[config.mk]
export PLATFORM = sky130hd
export DESIGN_NAME = rgmii_tx_rate_ctrl_flat
export DESIGN_NICKNAME = d
export VERILOG_FILES = /design/src/rtl/rgmii_pkg.sv /design/src/rtl/rgmii_tx_rate_ctrl_if.sv /design/src/rtl/rgmii_txc_phase_gen.sv /design/src/rtl/rgmii_tx_rate_ctrl.sv /design/src/flat_wrapper.sv
export SDC_FILE = /design/constraint.sdc
export NUM_CORES = 1
export LEC_CHECK = 0
export BUFFER_PORTS_ARGS = -buffer_cell sky130_fd_sc_hd__buf_2
export CORE_ASPECT_RATIO = 2
export CORE_MARGIN = 2
export CORE_UTILIZATION = 50
export DETAILED_ROUTE_END_ITERATION = 10
export PLACE_DENSITY = 0.74
export SKIP_LAST_GASP = 1
export SLEW_MARGIN = 25
export SYNTH_ARGS = -nofsm -noshare
export SYNTH_HDL_FRONTEND = slang
export SYNTH_HIERARCHICAL = 1
export SYNTH_SLANG_ARGS = --single-unit
[constraint.sdc]
create_clock -name clk -period 9.1 [get_ports clk]
set_input_delay 1.82 -clock clk [delete_from_list [all_inputs] [get_ports clk]]
set_output_delay 1.82 -clock clk [all_outputs]
set_load 0.02 [all_outputs]
[src/rtl/rgmii_pkg.sv]
// rgmii_pkg: shared types and helpers for the RGMII transmit sequencer.
// Speed codes, divider selection and the captured-data bundle.
package rgmii_pkg;

  typedef enum logic [1:0] {
    SPEED_10M   = 2'b00,
    SPEED_100M  = 2'b01,
    SPEED_1000M = 2'b10
  } speed_e;

  typedef enum logic {
    ST_STABLE,
    ST_PENDING
  } spd_st_e;

  typedef struct packed {
    logic [7:0] txd;
    logic       en;
    logic       er;
  } hold_t;

  // 2'b11 is an alias of the gigabit code.
  function automatic speed_e normalise_speed(
    input logic [1:0] req
  );
    speed_e s;
    unique case (1'b1)
      req[1]:            s = SPEED_1000M;
      !req[1] && req[0]: s = SPEED_100M;
      default:           s = SPEED_10M;
    endcase
    return s;
  endfunction

  // Width needed to hold both the count and the
  // largest divider value.
  function automatic int cnt_width(
    input int d10
  );
    return $clog2(d10 + 1);
  endfunction

  function automatic int div_for_speed(
    input speed_e s,
    input int     d100,
    input int     d10
  );
    int d;
    unique case (s)
      SPEED_1000M: d = 1;
      SPEED_100M:  d = d100;
      default:     d = d10;
    endcase
    return d;
  endfunction

endpackage

[src/rtl/rgmii_tx_rate_ctrl_if.sv]
// rgmii_tx_rate_ctrl_if: MAC-side GMII bundle.
// The MAC (master) presents data; the sequencer (slave) strobes it.
interface rgmii_tx_rate_ctrl_if;

  logic [7:0] gmii_txd;
  logic       gmii_tx_en;
  logic       gmii_tx_er;
  logic       gmii_clk_en;

  modport master (
    output gmii_txd,
    output gmii_tx_en,
    output gmii_tx_er,
    input  gmii_clk_en
  );

  modport slave (
    input  gmii_txd,
    input  gmii_tx_en,
    input  gmii_tx_er,
    output gmii_clk_en
  );

endinterface

[src/rtl/rgmii_txc_phase_gen.sv]
// rgmii_txc_phase_gen: per-TXC-period counter and DDR clock pattern.
// TXC is high for half-cycle index h < div, giving 50% duty for odd div.
module rgmii_txc_phase_gen #(
  parameter int W = 6
) (
  input  logic         clk,
  input  logic         rst,
  input  logic [W-1:0] i_div,
  input  logic         i_restart,
  output logic [W-1:0] o_count_nxt,
  output logic         o_wrap,
  output logic         o_txc_d1,
  output logic         o_txc_d2
);

  logic [W-1:0] r_count;
  logic [W-1:0] w_count_nxt;
  logic         w_last;
  logic [W:0]   w_h1;
  logic [W:0]   w_h2;
  logic [W:0]   w_div_x;

  assign w_last  = (r_count == i_div - W'(1));
  assign w_h1    = {r_count, 1'b0};
  assign w_h2    = {r_count, 1'b1};
  assign w_div_x = {1'b0, i_div};

  // Next count: wrap at div-1, or restart on a speed switch.
  always_comb begin
    w_count_nxt = r_count + W'(1);
    if (i_restart || w_last) begin
      w_count_nxt = '0;
    end
  end

  // Count register.
  always_ff @(posedge clk or posedge rst) begin
    if (rst) begin
      r_count <= '0;
    end else begin
      r_count <= w_count_nxt;
    end
  end

  assign o_count_nxt = w_count_nxt;
  assign o_wrap      = w_last;
  assign o_txc_d1    = (w_h1 < w_div_x);
  assign o_txc_d2    = (w_h2 < w_div_x);

endmodule

[src/rtl/rgmii_tx_rate_ctrl.sv]
// rgmii_tx_rate_ctrl: multi-rate RGMII TX sequencer (GMII in, DDR pairs out).
// Optional: RGMII_TX_BYTE_SPLIT_EN sends full bytes as two nibbles at 10/100M.
module rgmii_tx_rate_ctrl
  import rgmii_pkg::*;
#(
  parameter int         DIV_100M   = 5,
  parameter int         DIV_10M    = 50,
  parameter logic [1:0] SPEED_INIT = 2'b10
) (
  input  logic       clk,
  input  logic       rst,
  input  logic [1:0] i_speed_req,
  rgmii_tx_rate_ctrl_if.slave gmii,
  output logic [3:0] o_txd_d1,
  output logic [3:0] o_txd_d2,
  output logic       o_ctl_d1,
  output logic       o_ctl_d2,
  output logic       o_txc_d1,
  output logic       o_txc_d2,
  output logic [1:0] o_speed_cur,
  output logic       o_speed_pending
);

  localparam int W = cnt_width(DIV_10M);

  speed_e       r_speed;
  speed_e       w_speed_nxt;
  speed_e       w_req;
  spd_st_e      r_state;
  spd_st_e      w_state_nxt;
  hold_t        r_hold;
  logic         r_clk_en;
  logic [W-1:0] w_div;
  logic [W-1:0] w_div_nxt;
  logic [W-1:0] w_count_nxt;
  logic         w_wrap;
  logic         w_txc_d1;
  logic         w_txc_d2;
  logic         w_gig;
  logic         w_gig_nxt;
  logic         w_nib_ok;
  logic         w_apply;
  logic         w_strobe;
  logic         w_clk_en_nxt;
  logic [3:0]   w_nib;

  assign w_req     = normalise_speed(i_speed_req);
  assign w_div     = W'(div_for_speed(r_speed, DIV_100M, DIV_10M));
  assign w_div_nxt = W'(div_for_speed(w_speed_nxt, DIV_100M, DIV_10M));
  assign w_gig     = (r_speed == SPEED_1000M);
  assign w_gig_nxt = (w_speed_nxt == SPEED_1000M);

  // A switch lands only on a period boundary with the line idle
  // both in the hold register and on the MAC input.
  assign w_apply = (r_state == ST_PENDING) && w_wrap
                   && !r_hold.en && !gmii.gmii_tx_en
                   && w_nib_ok;

  // The idle slot consumed by a switch is not offered to the MAC.
  assign w_strobe         = r_clk_en & ~w_apply;
  assign gmii.gmii_clk_en = w_strobe;

  // Speed FSM: track a differing request, drop it if it reverts.
  always_comb begin
    w_state_nxt = r_state;
    w_speed_nxt = r_speed;
    case (r_state)
      ST_STABLE: begin
        if (w_req != r_speed) begin
          w_state_nxt = ST_PENDING;
        end
      end
      ST_PENDING: begin
        if (w_req == r_speed) begin
          w_state_nxt = ST_STABLE;
        end else if (w_apply) begin
          w_state_nxt = ST_STABLE;
          w_speed_nxt = w_req;
        end
      end
      default: w_state_nxt = ST_STABLE;
    endcase
  end

  rgmii_txc_phase_gen #(
    .W (W)
  ) u_phase (
    .clk         (clk),
    .rst         (rst),
    .i_div       (w_div),
    .i_restart   (w_apply),
    .o_count_nxt (w_count_nxt),
    .o_wrap      (w_wrap),
    .o_txc_d1    (w_txc_d1),
    .o_txc_d2    (w_txc_d2)
  );

`ifdef RGMII_TX_BYTE_SPLIT_EN
  logic r_nib;
  logic w_nib_nxt;

  assign w_nib_ok = w_gig | r_nib;

  // Nibble phase: low half in the first period, high in the second.
  always_comb begin
    w_nib_nxt = r_nib;
    if (w_apply) begin
      w_nib_nxt = 1'b0;
    end else if (w_wrap && !w_gig) begin
      w_nib_nxt = ~r_nib;
    end
  end

  assign w_clk_en_nxt = (w_count_nxt == w_div_nxt - W'(1))
                        && (w_gig_nxt || w_nib_nxt);
  assign w_nib = r_nib ? r_hold.txd[7:4] : r_hold.txd[3:0];

  // Nibble phase register.
  always_ff @(posedge clk or posedge rst) begin
    if (rst) begin
      r_nib <= 1'b0;
    end else begin
      r_nib <= w_nib_nxt;
    end
  end
`else
  assign w_nib_ok     = 1'b1;
  assign w_clk_en_nxt = (w_count_nxt == w_div_nxt - W'(1));
  assign w_nib        = r_hold.txd[3:0];
`endif

  // Speed, FSM state, MAC strobe and captured data.
  always_ff @(posedge clk or posedge rst) begin
    if (rst) begin
      r_speed  <= normalise_speed(SPEED_INIT);
      r_state  <= ST_STABLE;
      r_clk_en <= 1'b0;
      r_hold   <= '0;
    end else begin
      r_speed  <= w_speed_nxt;
      r_state  <= w_state_nxt;
      r_clk_en <= w_clk_en_nxt;
      if (w_strobe) begin
        r_hold <= '{txd: gmii.gmii_txd,
                    en:  gmii.gmii_tx_en,
                    er:  gmii.gmii_tx_er};
      end
    end
  end

  // DDR data/control pairs from the hold register.
  always_comb begin
    o_txd_d1 = r_hold.txd[3:0];
    o_txd_d2 = r_hold.txd[7:4];
    o_ctl_d1 = r_hold.en;
    o_ctl_d2 = r_hold.en ^ r_hold.er;
    if (!w_gig) begin
      o_txd_d1 = w_nib;
      o_txd_d2 = w_nib;
      o_ctl_d1 = w_txc_d1 ? r_hold.en
                          : r_hold.en ^ r_hold.er;
      o_ctl_d2 = w_txc_d2 ? r_hold.en
                          : r_hold.en ^ r_hold.er;
    end
  end

  assign o_txc_d1        = w_txc_d1;
  assign o_txc_d2        = w_txc_d2;
  assign o_speed_cur     = r_speed;
  assign o_speed_pending = (r_state == ST_PENDING);

endmodule
[src/flat_wrapper.sv]
// flat-port wrapper written by rule: the top's interface ports become plain ports
module rgmii_tx_rate_ctrl_flat import rgmii_pkg::*;
#(
  parameter int         DIV_100M   = 5,
  parameter int         DIV_10M    = 50,
  parameter logic [1:0] SPEED_INIT = 2'b10
)
  (clk, rst, i_speed_req, o_txd_d1, o_txd_d2, o_ctl_d1, o_ctl_d2, o_txc_d1, o_txc_d2, o_speed_cur, o_speed_pending, gmii_gmii_txd, gmii_gmii_tx_en, gmii_gmii_tx_er, gmii_gmii_clk_en);
  rgmii_tx_rate_ctrl_if gmii_i ();
  input  logic clk;
  input  logic rst;
  input  logic [1:0] i_speed_req;
  output logic [3:0] o_txd_d1;
  output logic [3:0] o_txd_d2;
  output logic o_ctl_d1;
  output logic o_ctl_d2;
  output logic o_txc_d1;
  output logic o_txc_d2;
  output logic [1:0] o_speed_cur;
  output logic o_speed_pending;
  input wire logic [$bits(gmii_i.gmii_txd)-1:0] gmii_gmii_txd;
  input wire logic [$bits(gmii_i.gmii_tx_en)-1:0] gmii_gmii_tx_en;
  input wire logic [$bits(gmii_i.gmii_tx_er)-1:0] gmii_gmii_tx_er;
  output wire logic [$bits(gmii_i.gmii_clk_en)-1:0] gmii_gmii_clk_en;
  assign gmii_i.gmii_txd = gmii_gmii_txd;
  assign gmii_i.gmii_tx_en = gmii_gmii_tx_en;
  assign gmii_i.gmii_tx_er = gmii_gmii_tx_er;
  assign gmii_gmii_clk_en = gmii_i.gmii_clk_en;
  rgmii_tx_rate_ctrl #(.DIV_100M(DIV_100M), .DIV_10M(DIV_10M), .SPEED_INIT(SPEED_INIT)) u_core (.clk(clk), .rst(rst), .i_speed_req(i_speed_req), .gmii(gmii_i), .o_txd_d1(o_txd_d1), .o_txd_d2(o_txd_d2), .o_ctl_d1(o_ctl_d1), .o_ctl_d2(o_ctl_d2), .o_txc_d1(o_txc_d1), .o_txc_d2(o_txc_d2), .o_speed_cur(o_speed_cur), .o_speed_pending(o_speed_pending));
endmodule
==> results of run 1 <==
-- registers in the layout, summed over array words and instances, names as in the netlist --
name,flops
u_core/r_clk_en,1
u_core/o_txd_d1,4
u_core/o_speed_cur,2
u_core/o_speed_pending,1
u_core/u_phase/r_count,6
u_core/r_hold,6
-- report_power, final --
group | switching, mW | internal [mW] | total, mW
clock | 0.0281 | 0.0586 | 0.0867
combinational | 0.00424 | 0.00325 | 0.00748
sequential | 0.000114 | 0.0891 | 0.0892
total | 0.0324 | 0.151 | 0.183
-- worst register-to-register path: stages, from the launching register on --
cell and delay [ps]:
dfrtp_1 420, inv_1 80, ha_1 490, inv_1 160, inv_1 100, ha_1 200, or3b_1 370, a211oi_1 300
and4b_1 380, and2_1 160, nor4bb_1 200, buf_4 220, mux2i_1 250, inv_1 90, ha_1 290, or4_1 540
a2111oi_2 420
-- placed cells by master, fill, tap and decap left out, types with 2 or more instances in the layout --
cell and count:
buf_2 29, dfrtp_1 19, inv_1 17, ha_1 12, mux2_4 9, xor2_1 8, xnor2_1 7, a211oi_1 7
mux2_2 5, conb_1 5, a21oi_1 4, clkbuf_8 3, nand3_1 3, mux2i_1 2, nor2_1 2, a21o_1 2
o21a_1 2
-- routing by layer --
metal / global-route usage / wire length (um) / share of wire
met1: 0.185 / 1010 / 0.34
met2: 0.427 / 1820 / 0.61
met3: 0.0182 / 88 / 0.030
met4: 0.0774 / 61 / 0.020
met5: 0 / 0 / 0
-- worst paths after layout --
path	end
max	gmii_gmii_clk_en
min	u_core/r_hold[7]
min reg2reg	u_core/r_hold[7]
min in group asynchronous	u_core/u_phase/r_count[0]
max reg2reg	u_core/r_clk_en
max in group asynchronous	u_core/o_speed_cur[1]
-- cell type report --
cell class	instances	area, um^2
Timing Repair Buffer	30	153
Clock buffer	3	41.3
Inverter	17	63.8
Tap cell	29	36.3
Multi-Input combinational cell	88	800
Sequential cell	20	502
Clock inverter	1	30.0
Fill cell	231	1110
-- cells by family after synthesis --
kind of cell               Yosys count  share of synthesized area
buffers and inverters               24                     0.0911
AOI/OAI and AO/OA                   20                      0.104
DFF                                 20                      0.355
and+or+nand+nor                     20                     0.0990
muxes                               16                      0.149
xor gates and xnor gates            15                     0.0928
adders and majority gates           12                      0.106
other                                1                    0.00265
==> results.md, run 1 <==
- Status: finished clean
- Overall routing resource usage: 0.203
- CP required: 7280 ps
- Stages on worst setup path: 14
- Worst r2r path cells: 16
- Net count, final: 186
- Most used cell, CP: inv_1
- Synthesis-to-layout area growth: 14.9%
- PwrDens: 113 nW/um^2
- Ports: 30
- Slowest stage delay, CP: 490 ps
- Post-synthesis average cell area: 11.1 um^2
- Routability congestion estimate: ~0.84
- Critical-path cell list: inv_1 > ha_1 > inv_1 > inv_1 > ha_1 > or3b_1 > a211oi_1 > and4b_1 > and2_1 > nor4bb_1 > buf_4 > nand2b_4 > inv_1 > buf_2
- Critical path origin: u_core/o_speed_cur[0]
- Worst-Margin Slew: 540 ps
- Yosys reg bits: 20
- Avg WL per Cell: 15.8 um
- Synth Instances: 128
- Critical path buffers and inverters: 6
- Overall Power: 183 uW
- Syn. warnings: 6
- Htree depth: 1
- Synth top cells by count: 19 x dfrtp_1, 17 x inv_1, 12 x ha_1
- Final non-filler cell total: about 190
- Hold Path Class: reg -> reg
- Clk_lat worst skew: 250 ps
- Top FF cell, synth: dfrtp_1
- Synth cell types: 38
- Final setup skew: approximately 1.4 ps
- Placed insts: 184
- Core area: 2740 um^2
- Area contributors post-synth: dfrtp_1 34%, ha_1 11%, mux2_4 9.5%
- PostCTS Resize Cnt: 0
- Async SR Flop Fraction: 1.00
- Hold path cells: 1
- Clock buffer count from CTS: 3
- DRC violations left: 0
- Crit path DAT: between 3000 and 4000 ps
- Final setup viols: 0
- Slack of the critical path: between 3000 and 4000 ps
- Peak supply drop: 0.174 mV
- Root Buffer: clkbuf_8
- Register area share after synthesis: 0.355
- Fraction of layout cells with a size suffix above 1: 0.327
- Top-count cell post-synth: dfrtp_1
- Final Max Slew Viols: 0
- Crit-path slowest cell: ha_1
- Worst Path Max Fanout: 10
- Die area: 3300 um^2
- Max cap viols: 0
- Post-DP Area: 1550 um^2
- Max frequency: between 150 and 200 MHz
- CP delay by family, top: simple AND/OR/NAND/NOR gates
- Worst-path clk slew: 70 ps
- Finished layout cell area: ~1600 um^2
- Cell Rows: 27
- Worst Setup Start Kind: register
- Worst slack, placed: between 3000 and 4000 ps
- R2r startpoint: u_core/o_speed_cur[0]
- Period utilisation layout: 0.619
- Number of global-route vias before repair: around 1100
- CTS tree: built
- Core Util, Final: 0.594
- R2r setup slk: around 4300 ps
- Initial antenna violation count: 0
- Slew margin rel.: 0.639
- Via Count: ~1000
- CTS max path bufs: 2
- # hold bufs at CTS: 0
- HPWL Detailed: 2.50 mm
- Crit. End Element: primary output
- Pin count of the biggest net entering global routing: 15
- Die height: 79.2 um
- Setup CP Type: reg -> out
- Area fraction of the dominant cell type after synthesis: 0.336
- Grt ovf: 0
- Die Width: between 40 and 50 um
- Fin. Hold Viols: 0
- Hold WS: 516 ps
- Fin crit period: 5630 ps
- Antenna Cells: 0
- RSZ-0062 raised after global routing: no
- Setup TNS: 0 ps
- Netlist Area Pre-Place: 1420 um^2
- Vias per std cell: 5.43
- Initial DRC Count: 8
- Port buffer count: 29
- Startpoint of the worst hold path: u_core/r_hold[7]
- Initial Utilization: 0.517
- Antenna-violating nets left: 0
- Post-synth EDFFs: 0
- Area leader, netlist: dfrtp_1
- Postcts setup bufs: 0
- Static Leak: 0.870 nW
- Detailed Route WL: roughly 3.0 mm
- First-pass GRT wire length: around 5 mm
- Drt pass-1 iters: 4
- CTS sink count: 20
Power figures use the tool's default switching activity.
==> run 2, diff against run 1 <==
Clock period 9.1 ns to 5.48 ns, I/O delays scaled along.
==> run 2 against run 1 <==
  * Non-clock buffer count unchanged
  * Critical endpoint unchanged
  * Die area is the same
  * Via count up 4.2%
==> results.md, run 2 (synthesis gave the netlist of run 1 again) <==
- Max cap viols: 0
- Slew margin rel.: 0.634
- Hold Path Class: reg -> reg
- First-pass GRT wire length: 5.09 mm
- Die area: between 3000 and 4000 um^2
- CTS sink count: 20
- Static Leak: 0.863 nW
- Final setup viols: 0
- Hold path cells: 1
- RSZ-0062 raised after global routing: no
- Hold worst-path end: u_core/r_hold[8]
- Setup CP Type: reg -> out
- Critical path origin: u_core/o_speed_cur[0]
- Crit. End Element: primary output
- Via Count: 1063
- Startpoint of the worst hold path: u_core/r_hold[8]
- Overall Power: 272 uW
- HPWL Detailed: ~2.5 mm
- Drt pass-1 iters: 4
- Status: finished clean
- Number of global-route vias before repair: 1149
- Vias per std cell: roughly 5.7
- Initial antenna violation count: 0
- Reg-to-reg endpoint: u_core/r_clk_en
- Most frequent cells in the layout: 29 x buf_2, 19 x dfrtp_1, 17 x inv_1
- Avg WL per Cell: 16.6 um
- Ports: 30
- # hold bufs at CTS: 0
- Die Width: 41.6 um
- Setup TNS: 0 ps
- Max frequency: 208 MHz
- DRC violations left: 0
- Worst r2r path cells: 16
- Core area: 2740 um^2
- Die height: ~80 um
- Worst slack, placed: 857 ps
- CP required: 4380 ps
- Overall routing resource usage: 0.204
- Pin count of the biggest net entering global routing: 15
- Final setup skew: 2.64 ps
- Commonest non-fill, non-tap cell in the layout: buf_2
- CTS max path bufs: 2
- R2r startpoint: u_core/o_speed_cur[0]
- Synthesis-to-layout area growth: 13.7%
- Slack of the critical path: around 660 ps
- Hold WS: 511 ps
- Finished layout cell area: 1610 um^2
- Fin. Hold Viols: 0
- Worst Path Max Fanout: 10
- PostCTS Resize Cnt: 0
- R2r setup slk: 830 ps
- Htree depth: 1
- CTS tree: built
- Peak supply drop: roughly 0.18 mV
- Initial DRC Count: 9
- Clock buffer count from CTS: 3
- Worst Setup Start Kind: register
- Antenna-violating nets left: 0
- Cell Rows: 27
- Worst-path clk slew: 70 ps
- Initial Utilization: 0.517
- Worst-Margin Slew: 548 ps
- Antenna Cells: 0
- Routability congestion estimate: 0.844
- Crit path DAT: 3720 ps
- Grt ovf: 0
- Port buffer count: 29
- Fraction of layout cells with a size suffix above 1: 0.327
- Fin crit period: approximately 4800 ps
- Post-DP Area: 1550 um^2
- Net count, final: 186
- Final Max Slew Viols: 0
- Period utilisation layout: 0.879
- Postcts setup bufs: 0
- PwrDens: about 170 nW/um^2
- Root Buffer: clkbuf_8
- Detailed Route WL: 3.12 mm
- Clk_lat worst skew: ~260 ps
## run 2: cell types whose count changed in the layout (fill, tap and decap cells not counted), sizes merged
cell    previous run  this run
bufinv             1         0
clkbuf             3         4
## run 2: worst max path at each step
stage / to / slack [ps] / depth (start not counted)
global route: gmii_gmii_clk_en / 440 / 14
detailed placement: u_core/r_clk_en / 860 / 16
finish: gmii_gmii_clk_en / 660 / 14
floorplan: u_core/r_clk_en / 1160 / 17
CTS: gmii_gmii_clk_en / 670 / 14
global placement: u_core/r_clk_en / 1080 / 16
## run 2: through the flow
step                cells   util
finish                188  0.588
floorplan             132      -
CTS                   188  0.588
global route          188  0.588
detailed placement    184  0.568
global placement      184  0.568
## run 2: worst max-delay path, stage by stage, from the launching register on
cell,delay (ps)
dfrtp_1,420
inv_1,90
ha_1,500
inv_1,150
inv_1,100
ha_1,210
or3b_1,360
a211oi_1,220
and4b_1,350
and2_1,160
nor4bb_1,200
buf_4,220
nand2b_4,260
inv_1,60
buf_2,150
## run 2: per-layer routing
metal	GRT usage	vias up	wire length (um)
met5	0	-	0
met4	0.152	0	176
met3	0.0250	18	120
met2	0.381	42	1750
met1	0.193	507	1070
li1	-	496	-
## run 2: layout make-up
cell class | count | area [um^2]
timing repair buffer | 30 | 153
multi-input combinational | 88 | 800
sequential | 20 | 502
clock buffer | 4 | 55.1
tap | 29 | 36.3
inverter | 17 | 63.8
fill | 239 | 1130
## run 2: report_power, final
part,leakage (nW),switching (mW),total (mW),internal [mW]
combinational,0.582,0.00728,0.0127,0.00539
clock,0.0288,0.0469,0.111,0.0640
sequential,0.252,0.000175,0.148,0.148
==> run 3, diff against run 2 <==
Settings changed: ABC_CLOCK_PERIOD_IN_PS set to 5480, GPL_TIMING_DRIVEN set to 0.
==> run 3 against run 2 <==
  * Power is 6.0% lower
  * Setup slack lost 9.4 ps
  * Wire length decreased by 10%
  * Clock-buffer cell count stayed put
  * Final area rose by 3.0%
  * Core utilization grew 1.7 points
  * Clock power is 14% lower
  * Global-route usage decreased by 1.1 points
  * Critical path type unchanged
  * Largest cell class unchanged
  * Largest power group unchanged
==> results.md, run 3 (synthesis gave the netlist of run 1 again) <==
- DRC violations left: 0
- Most used cell, CP: inv_1
- Vias per std cell: 5.34
- Fin. Hold Viols: 0
- Worst Setup Start Kind: register
- Initial Utilization: 0.517
- Postcts setup bufs: 0
- Most frequent cells in the layout: 29 x buf_2, 19 x dfrtp_1, 17 x inv_1
- Root Buffer: clkbuf_8
- Fin crit period: around 4800 ps
- Initial antenna violation count: 0
- CTS tree: built
- Detailed Route WL: 2.79 mm
- Die area: about 3300 um^2
- CTS sink count: 20
- # hold bufs at CTS: 0
- Core area: 2740 um^2
- Final setup viols: 0
- RSZ-0062 raised after global routing: no
- Fraction of layout cells with a size suffix above 1: 0.345
- Worst r2r path cells: 17
- Hold WS: about 520 ps
- Avg WL per Cell: between 10 and 15 um
- Clk_lat worst skew: 250 ps
- Clock buffer count from CTS: 3
- Cell Rows: 27
- R2r setup slk: approximately 800 ps
- Startpoint of the worst hold path: u_core/r_hold[9]
- Static Leak: 0.895 nW
- PostCTS Resize Cnt: 0
- Antenna-violating nets left: 0
- Die Width: around 42 um
- Antenna Cells: 0
- Filler cell count: 231
- Max cap viols: 0
- CTS max path bufs: 2
- Routability congestion estimate: 0.775
- Setup CP Type: reg -> out
- R2r startpoint: u_core/o_speed_cur[0]
- Worst-Margin Slew: around 530 ps
- HPWL Detailed: 2.33 mm
- Core Util, Final: 0.605
- Met2 GRT Util: 0.388
- Max frequency: between 200 and 250 MHz
- Slowest stage delay, CP: 500 ps
- Ports: 30
- PwrDens: 154 nW/um^2
- Crit. End Element: primary output
- Slew margin rel.: 0.648
- Die height: about 79 um
- Worst Path Max Fanout: 10
- Final setup skew: 5.63 ps
- CP required: approximately 4400 ps
- Slack of the critical path: 655 ps
- Critical-path cell list: inv_1 > ha_1 > inv_1 > inv_1 > ha_1 > or3b_1 > a211oi_1 > and4b_1 > buf_4 > and2_1 > nor4bb_1 > buf_4 > nand2b_4 > buf_12 > inv_1 > buf_2
- Synthesis-to-layout area growth: 17.1%
- Htree depth: 1
- CP delay by family, top: simple AND/OR/NAND/NOR gates
- Commonest non-fill, non-tap cell in the layout: buf_2
- Status: finished clean
- Final Max Slew Viols: 0
- Critical path buffers and inverters: 8
- Number of global-route vias before repair: 1136
- Port buffer count: 29
- Net count, final: between 150 and 200
- Hold worst-path end: u_core/r_hold[9]
- Worst-path clk slew: 70 ps
- Peak supply drop: 0.183 mV
- Crit-path slowest cell: ha_1
- Met1 usage: 0.175
- Crit path DAT: approximately 3700 ps
- Hold path cells: 1
- Grt peak-use layer: met2
- Worst slack, placed: 749 ps
- Via Count: 1035
- Drt pass-1 iters: 4
- Setup TNS: 0 ps
- Reg-to-reg endpoint: u_core/r_clk_en
- Grt ovf: 0
- Met3 GRT Util: 0.0227
- Pin count of the biggest net entering global routing: 15
- Overall routing resource usage: 0.193
- Initial DRC Count: 21
- First-pass GRT wire length: 4.82 mm
- Hold Path Class: reg -> reg
- Period utilisation layout: 0.881
==> run 3: cell count changes in the layout (fill, tap and decap cells not counted), sizes merged <==
cell  change
buf       +6
==> run 3: worst max-delay path by stage <==
stage          depth (start not counted)  slack [ps]          endpoint             startpoint
2_1_floorplan                         17        1160   u_core/r_clk_en  u_core/o_speed_cur[0]
3_3_place_gp                          17         810   u_core/r_clk_en  u_core/o_speed_cur[0]
6_report                              16         650  gmii_gmii_clk_en  u_core/o_speed_cur[0]
5_1_grt                               16         300  gmii_gmii_clk_en  u_core/o_speed_cur[0]
4_1_cts                               16         590  gmii_gmii_clk_en  u_core/o_speed_cur[0]
3_5_place_dp                          17         750   u_core/r_clk_en  u_core/o_speed_cur[0]
==> run 3: cell type report <==
type	instances	area, um^2	area share
multi-input combinational	88	800	0.483
sequential	20	502	0.303
timing repair buffer	29	145	0.0876
buffer	7	65.1	0.0393
inverter	17	63.8	0.0385
clock buffer	4	45.0	0.0272
tap	29	36.3	0.0219
==> run 3: stage by stage <==
step	cell area (um^2)	power, mW	cells
finish	1660	0.255	194
global route	1660	0.268	194
CTS	1660	0.259	194
detailed placement	1610	0.163	190
global placement	1610	0.163	190
floorplan	1430	0.157	132
==> run 3: power breakdown <==
part	internal [mW]	switching, mW
registers	0.148	0.000140
clock network	0.0516	0.0435
logic	0.00535	0.00667
total	0.205	0.0503
==> run 3: per-layer routing <==
layer	part of all wire	up-vias	wire (um)
met4	0.028	0	78
met3	0.033	9	92
met1	0.36	486	996
met5	0	-	0
li1	-	508	-
met2	0.58	32	1630
